<file path="config.mk">
export PLATFORM = sky130hd
export DESIGN_NAME = tff_toggle_gen
export DESIGN_NICKNAME = d
export VERILOG_FILES = /design/src/rtl/tff_toggle_gen.sv
export SDC_FILE = /design/constraint.sdc
export NUM_CORES = 1
export LEC_CHECK = 0
export ABC_AREA = 1
export BUFFER_PORTS_ARGS = -buffer_cell sky130_fd_sc_hd__buf_2
export CAP_MARGIN = 40
export CORE_UTILIZATION = 59
export CTS_CLUSTER_DIAMETER = 200
export DETAILED_ROUTE_END_ITERATION = 10
export GPL_TIMING_DRIVEN = 0
export PLACE_DENSITY = 0.88
export RECOVER_POWER = 100
export SLEW_MARGIN = 0
export SYNTH_ARGS = -nofsm -noshare
export SYNTH_HDL_FRONTEND = slang
export SYNTH_SLANG_ARGS = --single-unit
</file>
<file path="constraint.sdc">
create_clock -name clk -period 2.8 [get_ports clk]
set_clock_uncertainty 0.05 [all_clocks]
set_input_delay 0.14 -clock clk [delete_from_list [all_inputs] [get_ports clk]]
set_output_delay 0.14 -clock clk [all_outputs]
set_load 0.02 [all_outputs]
</file>
<file path="src/rtl/tff_toggle_gen.sv">
//------------------------------------------------------------------------------
// tff_toggle_gen -- synchronises and debounces a push-button into one-cycle
// toggle pulses for a T flip-flop. Optional macro: TOGGLE_AUTOREPEAT_EN.
// Revision: 1.0
//------------------------------------------------------------------------------
`default_nettype none

module tff_toggle_gen #(
  parameter int unsigned DEBOUNCE_CYCLES = 4,
  parameter int unsigned REPEAT_CYCLES   = 8
) (
  input  logic       clk,
  input  logic       rst,
  input  logic       btn,
  output logic       t,
  output logic       busy,
  output logic [7:0] t_count
);

  typedef enum logic [1:0] {
    ST_IDLE       = 2'd0,
    ST_DB_PRESS   = 2'd1,
    ST_HELD       = 2'd2,
    ST_DB_RELEASE = 2'd3
  } state_e;

  localparam logic [7:0] c_db_last = 8'(DEBOUNCE_CYCLES - 1);

  if (DEBOUNCE_CYCLES < 1 || DEBOUNCE_CYCLES > 255) begin : g_chk_debounce
    $error("DEBOUNCE_CYCLES must be in 1..255");
  end
  if (REPEAT_CYCLES < 2 || REPEAT_CYCLES > 255) begin : g_chk_repeat
    $error("REPEAT_CYCLES must be in 2..255");
  end

  logic       sync1_q, sync2_q;
  logic       btn_s;
  state_e     state_q, state_d;
  logic [7:0] db_cnt_q, db_cnt_d;
  logic       t_q, t_d;
  logic       busy_q, busy_d;
  logic [7:0] t_count_q, t_count_d;
  logic       pulse;

`ifdef TOGGLE_AUTOREPEAT_EN
  localparam logic [7:0] c_rep_last = 8'(REPEAT_CYCLES - 1);
  logic [7:0] rep_cnt_q, rep_cnt_d;
`endif

  assign btn_s = sync2_q;

  always_comb begin
    state_d  = state_q;
    db_cnt_d = db_cnt_q;
    pulse    = 1'b0;
`ifdef TOGGLE_AUTOREPEAT_EN
    rep_cnt_d = rep_cnt_q;
`endif
    unique case (state_q)
      ST_IDLE: begin
        if (btn_s) begin
          state_d  = ST_DB_PRESS;
          db_cnt_d = 8'd0;
        end
      end
      ST_DB_PRESS: begin
        if (!btn_s) begin
          state_d = ST_IDLE;
        end else if (db_cnt_q == c_db_last) begin
          state_d = ST_HELD;
          pulse   = 1'b1;
`ifdef TOGGLE_AUTOREPEAT_EN
          rep_cnt_d = 8'd0;
`endif
        end else begin
          db_cnt_d = db_cnt_q + 8'd1;
        end
      end
      ST_HELD: begin
        if (!btn_s) begin
          state_d  = ST_DB_RELEASE;
          db_cnt_d = 8'd0;
        end
`ifdef TOGGLE_AUTOREPEAT_EN
        else if (rep_cnt_q == c_rep_last) begin
          pulse     = 1'b1;
          rep_cnt_d = 8'd0;
        end else begin
          rep_cnt_d = rep_cnt_q + 8'd1;
        end
`endif
      end
      ST_DB_RELEASE: begin
        // A high sample here is a release bounce: back to HELD, no pulse.
        if (btn_s) begin
          state_d = ST_HELD;
`ifdef TOGGLE_AUTOREPEAT_EN
          rep_cnt_d = 8'd0;
`endif
        end else if (db_cnt_q == c_db_last) begin
          state_d = ST_IDLE;
        end else begin
          db_cnt_d = db_cnt_q + 8'd1;
        end
      end
      default: state_d = ST_IDLE;
    endcase
    t_d       = pulse;
    t_count_d = t_count_q + {7'd0, pulse};
    busy_d    = (state_d != ST_IDLE);
  end

  always_ff @(posedge clk or negedge rst) begin
    if (!rst) begin
      sync1_q   <= 1'b0;
      sync2_q   <= 1'b0;
      state_q   <= ST_IDLE;
      db_cnt_q  <= 8'd0;
      t_q       <= 1'b0;
      busy_q    <= 1'b0;
      t_count_q <= 8'd0;
`ifdef TOGGLE_AUTOREPEAT_EN
      rep_cnt_q <= 8'd0;
`endif
    end else begin
      sync1_q   <= btn;
      sync2_q   <= sync1_q;
      state_q   <= state_d;
      db_cnt_q  <= db_cnt_d;
      t_q       <= t_d;
      busy_q    <= busy_d;
      t_count_q <= t_count_d;
`ifdef TOGGLE_AUTOREPEAT_EN
      rep_cnt_q <= rep_cnt_d;
`endif
    end
  end

  assign t       = t_q;
  assign busy    = busy_q;
  assign t_count = t_count_q;

endmodule

`default_nettype wire

</file>
==> key figures, run 1 <==
Status
  • Outcome: completed

Hold path
  • Hold Path Class: flop to flop

Route
  • Drc violations: 0
  • Vias/cell: roughly 5.4
  • Wire per inst: roughly 12 um
  • ANT nets after route: 0
  • First-pass DRT Iterations: 5
  • Via count: 767
  • WL final: ~1.8 mm
  • Initial DRC Count: 18

Clock network
  • CTS H-Tree Depth: 1
  • Clock transition at path regs: roughly 0.13 ns
  • Num CTS Buffers: 3
  • Root buffer cell: clkbuf_4
  • Worst skew pair latency: around 0.32 ns
  • Post_cts resized: 0
  • TritonCTS sink count: 22
  • Post CTS Setup Buffer Count: 0
  • TritonCTS clock tree: built
  • Hold-fix buffers, CTS: 2
  • Longest Clk Path Bufs: 2

Floorplanning
  • Top-Level Pins: 13
  • Site row count: 14
  • Die height: between 40 and 50 um
  • Die area: 1896 sq um
  • Core box area: 1559 sq um
  • Chip Width: ~44 um
  • Initial core utilization: about two thirds

Timing
  • Final critical-path share of the clock period: between 70 and 80%
  • Setup TNS: 0 ns
  • Tmin final: ~2.1 ns
  • Final slew viol count: 0
  • Hold WS: 0.3178 ns
  • Max-slew headroom: about 25%
  • RSZ-0062 raised after global routing: no
  • Slew @ Worst Pin: 1.128 ns
  • Final Hold Fails: 0
  • # setup viols final: 0
  • F_max: approximately 470 MHz

Pwr
  • Comb power frac: 25.2%
  • Sequential share of power: 46.5%
  • Pwr/cell area: between 700 and 800 nW/um^2
  • Clk network pwr share: roughly 28%
  • Peak VDD IR: 0.0005120 V
  • Int Power: about 0.0006 W
  • Sw power: around 0.00028 W
  • P_leak: around 0.54 nW
  • Sw Ratio: 32.47%

Setup path
  • CP max FO: 6
  • CP Class: flop to flop
  • Crit path DAT: around 2.3 ns
  • Crit end category: flop
  • Worst endpoint required time: roughly 3 ns
  • Worst Setup Start Kind: flop

Logic synthesis
  • Yosys cell types: 19
  • Post-synthesis sequential area ratio: between 50% and 60%
  • Cells after Synth: 109
  • Synth Register Bits: 22
  • Post-Syn Area per Cell: ~9.3 sq um
  • Synthesized Nets: roughly 120
  • Synth area leaders: dfrtp_1 (54%), nand2_1 (11%), xor2_1 (5.2%)
  • Yosys top cell by area: dfrtp_1
  • Area share of the largest cell type after synthesis: between 50% and 60%
  • Synth Warn #: 0
  • Cell Area, Synth: 1018 sq um

Final layout
  • ANT cells: 0
  • Post-route insts no fill: 143
  • Layout Nets: about 130
  • Area Growth Syn to Fin: 11.55%
  • Most frequent cells in the layout: nand2_1 (31), dfrtp_1 (22), clkbuf_1 (12)
  • Post-layout instance area: around 1100 sq um
  • Most common cell after layout, fill and taps aside: nand2_1
  • Share of layout cells above drive strength 1: under 10%
  • Multi-input gate area: between 300 and 400 sq um
  • Fillers: ~110
  • Area taken by flip-flops and latches: between 500 and 600 sq um

Place
  • Input/output buffers: 12
  • DP Area: ~1100 sq um
  • Inst Count DP: roughly 140
  • Dpl hpwl: 1.215 mm
  • Gpl congestion: 0.7975

Global route
  • Vias in the first global route: 700
  • Global-route wire length before repair: between 2 and 3 mm
  • Initial antenna violation count: 0
  • GRT Util Overall: between 20% and 30%
  • Largest net degree at the start of global routing: 23
  • Global route overflow: 0

Run
  • Max Cap Viol: 0
-- worst paths after layout --
check,startpoint,to,cells past startpoint,slack (ns)
worst max-delay path,db_cnt_q[1]$_DFFE_PN0P_,t_count[6]$_DFF_PN0_,10,0.67
worst min-delay path,sync1_q$_DFF_PN0_,btn_s$_DFF_PN0_,0,0.32
worst max register to register,db_cnt_q[1]$_DFFE_PN0P_,t_count[6]$_DFF_PN0_,10,0.67
worst min register to register,sync1_q$_DFF_PN0_,btn_s$_DFF_PN0_,0,0.32
max in group asynchronous,rst,btn_s$_DFF_PN0_,2,1.53
min in group asynchronous,rst,db_cnt_q[1]$_DFFE_PN0P_,2,0.49
-- routing by layer --
| layer | vias up | share of wire (%) | wire length [um] | track usage (%) |
|---|---|---|---|---|
| li1 | 380 | - | - | - |
| met4 | 0 | 2.2 | 40 | 13.13 |
| met5 | - | 0 | 0 | 0 |
| met2 | 19 | 48 | 858 | 34.63 |
| met3 | 5 | 5.2 | 92 | 4.167 |
| met1 | 363 | 44 | 793 | 27.73 |
-- registers in the layout (all words and copies together), names as in the netlist --
register  flops
btn_s         1
busy          1
db_cnt_q      8
state_q       2
sync1_q       1
t             1
t_count       8
-- Yosys cell counts (all sizes together) --
cell    number
buf          3
dfrtp       22
ha           3
inv          8
nand2       31
nand3       10
nand3b       1
nand4        1
nor2        11
nor3         1
o21ai        7
o21bai       1
or2          1
xnor2        3
xor2         6
-- stage by stage --
| stage | util [%] | power (W) | setup slack (ns) |
|---|---|---|---|
| after floorplan | - | 0.0005952 | 0.9075 |
| after global placement | 70.47 | 0.0006482 | 0.7317 |
| after detailed placement | 70.47 | 0.0006615 | 0.6814 |
| after CTS | 75.12 | 0.0009042 | 0.6597 |
| after global routing | 72.87 | 0.0009161 | 0.4735 |
| final | 72.87 | 0.0008679 | 0.6703 |
-- logic make-up after synthesis --
group / count (synthesis) / share of synthesized area, %
AO/OA/AOI/OAI: 8 / 4.177
XOR/XNOR: 9 / 7.740
adder cells (fa/ha/maj): 3 / 3.686
buffers and inverters: 11 / 5.897
flip-flops: 22 / 54.05
AND/OR/NAND/NOR: 56 / 24.45
-- critical path, stage by stage (launching register included) --
cell     delay [ns]
dfrtp_1        0.43
ha_1           0.27
nand2_1        0.07
inv_1          0.06
nand4_1        0.17
nor3_1         0.24
ha_1           0.21
ha_1           0.18
nand3_1        0.12
nor2_1         0.13
xor2_1         0.15
-- power groups by stage --
stage	registers [W]	clock network, W	logic, W
finish	0.000404	0.000245	0.000218
global route	0.000409	0.000256	0.000251
CTS	0.000404	0.000247	0.000253
detailed placement	0.000410	0	0.000251
global placement	0.000406	0	0.000243
floorplan	0.000427	0	0.000168
-- cell type report --
| cell class | count | area share, % |
|---|---|---|
| buffer | 3 | 1.982 |
| clock buffer | 3 | 1.982 |
| clock inverter | 1 | 2.643 |
| inverter | 8 | 2.643 |
| multi-input combinational | 76 | 34.69 |
| sequential | 22 | 48.46 |
| tap | 16 | 1.762 |
| timing repair buffer | 14 | 5.837 |
Note: power is estimated with default switching activity, not from simulation.
==> run 2, diff against run 1 <==
- CORE_UTILIZATION: 59 -> 55
- PLACE_DENSITY: 0.88 -> 0.83
- clock period: 2.8 -> 2.23 ns (I/O delays scaled with it)
==> key figures, run 2 (synthesis gave the netlist of run 1 again) <==
Status
  • Outcome: completed

Global route
  • Vias in the first global route: 751 (+7.3%)
  • Global route overflow: 0 (unchanged)
  • GRT Util Overall: 19.56% (-2.3 points)
  • Initial antenna violation count: 0 (unchanged)
  • Global-route wire length before repair: 2.898 mm (-1.9%)
  • Largest net degree at the start of global routing: 23 (unchanged)

Pwr
  • Sw power: 0.0003570 W (+27%)
  • Comb power frac: 29.3% (+4.1 points)
  • Power Total: 0.001128 W (+30%)
  • P_leak: 0.5583 nW (+2.6%)
  • Sequential share of power: 44.4% (-2.1 points)
  • Peak VDD IR: 0.0005783 V (+13%)
  • Clk network pwr share: 26.3% (-2.0 points)
  • Pwr/cell area: 943.7 nW/um^2 (+24%)
  • Int Power: 0.0007706 W (+31%)
  • Sw Ratio: 31.66% (-0.81 points)

Timing
  • Slew @ Worst Pin: 1.147 ns (+0.01877 ns)
  • Final critical-path share of the clock period: 92.28% (+16 points)
  • Final slew viol count: 0 (unchanged)
  • Max-slew headroom: 23.54% (-1.3 points)
  • # setup viols final: 0 (unchanged)
  • Setup TNS: 0 ns (unchanged)
  • RSZ-0062 raised after global routing: no
  • Tmin final: 2.058 ns (-0.07184 ns)
  • F_max: 485.9 MHz (+3.5%)
  • Final Hold Fails: 0 (unchanged)

Floorplanning
  • Chip Width: 45.03 um (+3.4%)
  • Die area: 2028 sq um (+6.9%)
  • Initial core utilization: 58.99% (-6.3 points)
  • Top-Level Pins: 13 (unchanged)
  • Core box area: 1727 sq um (+11%)
  • Die height: 45.03 um (+3.4%)
  • Site row count: 15 (+1)

Clock network
  • Clock transition at path regs: 0.12 ns (about the same)
  • TritonCTS clock tree: built
  • Worst skew pair latency: 0.30 ns (-0.02 ns)
  • Num CTS Buffers: 3 (unchanged)
  • TritonCTS sink count: 22 (unchanged)
  • CTS H-Tree Depth: 1 (unchanged)
  • Root buffer cell: clkbuf_4
  • Longest Clk Path Bufs: 2 (unchanged)

Final layout
  • Finished Core Util: 69.20% (-3.7 points)
  • Layout Nets: 136 (+1.5%)
  • ANT cells: 0 (unchanged)
  • Share of layout cells above drive strength 1: 12.40% (+5.3 points)
  • Post-layout instance area: 1195 sq um (+5.2%)
  • Most frequent cells in the layout: nand2_1 (31), dfrtp_1 (22), clkbuf_1 (11)
  • Post-route insts no fill: 154 (+7.7%)
  • Most common cell after layout, fill and taps aside: nand2_1
  • Area Growth Syn to Fin: 17.32%

Setup path
  • Slowest cell on crit path: dfrtp_1
  • Worst path buffer plus inverter count: 1 (unchanged)
  • CP peak stage delay: 0.38 ns (-0.05 ns)
  • Critical path's top delay family: simple AND/OR/NAND/NOR gates
  • Crit-path cells: ha_2, nand2_1, inv_1, nand4_4, nor3_2, ha_1, ha_1, nand3_1, nor2_2, xor2_1
  • CP most frequent cell: ha_1
  • Worst endpoint required time: 2.41 ns (-0.60 ns)
  • CP Class: flop to flop
  • CP max FO: 6 (unchanged)
  • Worst Setup Start Kind: flop
  • Crit end category: flop
  • Crit path DAT: 2.24 ns (-0.10 ns)
  • R2r setup slk: 0.17 ns (-0.50 ns)

Route
  • Wire per inst: 11.17 um (-10%)
  • Vias/cell: 5.006 (-6.7%)
  • ANT nets after route: 0 (unchanged)
  • Via count: 771 (+0.52%)
  • Drc violations: 0 (unchanged)
  • Initial DRC Count: 9 (-9)
  • First-pass DRT Iterations: 4 (-1)
  • WL final: 1.720 mm (-3.6%)

Run
  • Max Cap Viol: 0 (unchanged)

Place
  • Gpl congestion: 0.7488 (-6.1%)
  • Input/output buffers: 12 (unchanged)
  • Inst Count DP: 146 (+6.6%)
  • Dpl hpwl: 1.237 mm (+1.8%)
  • DP Area: 1110 sq um (+1.0%)

Hold path
  • Hold Path Class: flop to flop
==> run 2: cell count changes in the layout (fill, tap and decap cells not counted) <==
cell / before / now
nand4_1: 1 / 0
clkbuf_1: 12 / 11
buf_6: 1 / 2
nor2_1: 10 / 9
nor3_1: 1 / 0
ha_2: 0 / 1
nand4_4: 0 / 1
buf_4: 1 / 3
nor2_2: 1 / 2
o21ai_1: 1 / 3
ha_1: 3 / 2
o21ai_0: 6 / 4
nor3_2: 0 / 1
==> run 2: repair_timing <==
action,CTS,global route
endpoints found under the hold margin,23,0
setup buffers,0,2
hold buffers,2,0
resized for setup,0,4
setup endpoints to repair,0,4
==> run 2: cell type report <==
type,count,area [sq um]
plain buffers,3,30.03
flip-flops and latches,22,550.5
clock inverters,1,30.03
repair buffers,16,81.33
well taps,25,31.28
inverters,8,30.03
multi-input cells,76,419.2
clock buffers,3,22.52
fillers,151,531.8
==> run 2: metal layers <==
layer | wire length, um | up-vias | GRT usage (%)
met5 | 0 | - | 0
met4 | 10 | 0 | 8.485
met3 | 43 | 2 | 2.800
met2 | 908 | 11 | 33.62
met1 | 757 | 376 | 24.47
li1 | - | 382 | -
==> run 2: power groups by stage <==
| stage | Combinational (W) | Clock [W] | Sequential [W] |
|---|---|---|---|
| floorplan | 0.000211 | 0 | 0.000536 |
| global placement | 0.000305 | 0 | 0.000509 |
| detailed placement | 0.000319 | 0 | 0.000512 |
| CTS | 0.000322 | 0.000302 | 0.000505 |
| global route | 0.000381 | 0.000318 | 0.000508 |
| finish | 0.000331 | 0.000297 | 0.000500 |
==> run 2: worst register-to-register path: stages, from the launching register on <==
cell and delay [ns]:
dfrtp_1 0.38, ha_2 0.23, nand2_1 0.07, inv_1 0.09, nand4_4 0.10, nor3_2 0.25, ha_1 0.21, ha_1 0.19
nand3_1 0.15, nor2_2 0.13, xor2_1 0.15
==> run 2: final timing paths <==
check	start	end	cells after the start
setup / recovery	db_cnt_q[1]$_DFFE_PN0P_	t_count[6]$_DFF_PN0_	10
hold / removal	sync1_q$_DFF_PN0_	btn_s$_DFF_PN0_	0
setup reg to reg	db_cnt_q[1]$_DFFE_PN0P_	t_count[6]$_DFF_PN0_	10
hold reg to reg	sync1_q$_DFF_PN0_	btn_s$_DFF_PN0_	0
max in group asynchronous	rst	sync1_q$_DFF_PN0_	2
min in group asynchronous	rst	t_count[7]$_DFF_PN0_	2
==> run 2: through the flow <==
stage / worst slack [ns] / hold slack, ns
after global routing: 0.007894 / 0.3432
after CTS: 0.002267 / 0.2426
after floorplan: 0.3375 / -0.2341
after global placement: 0.1485 / 0.04443
after detailed placement: 0.03137 / 0.03909
final: 0.1721 / 0.3284
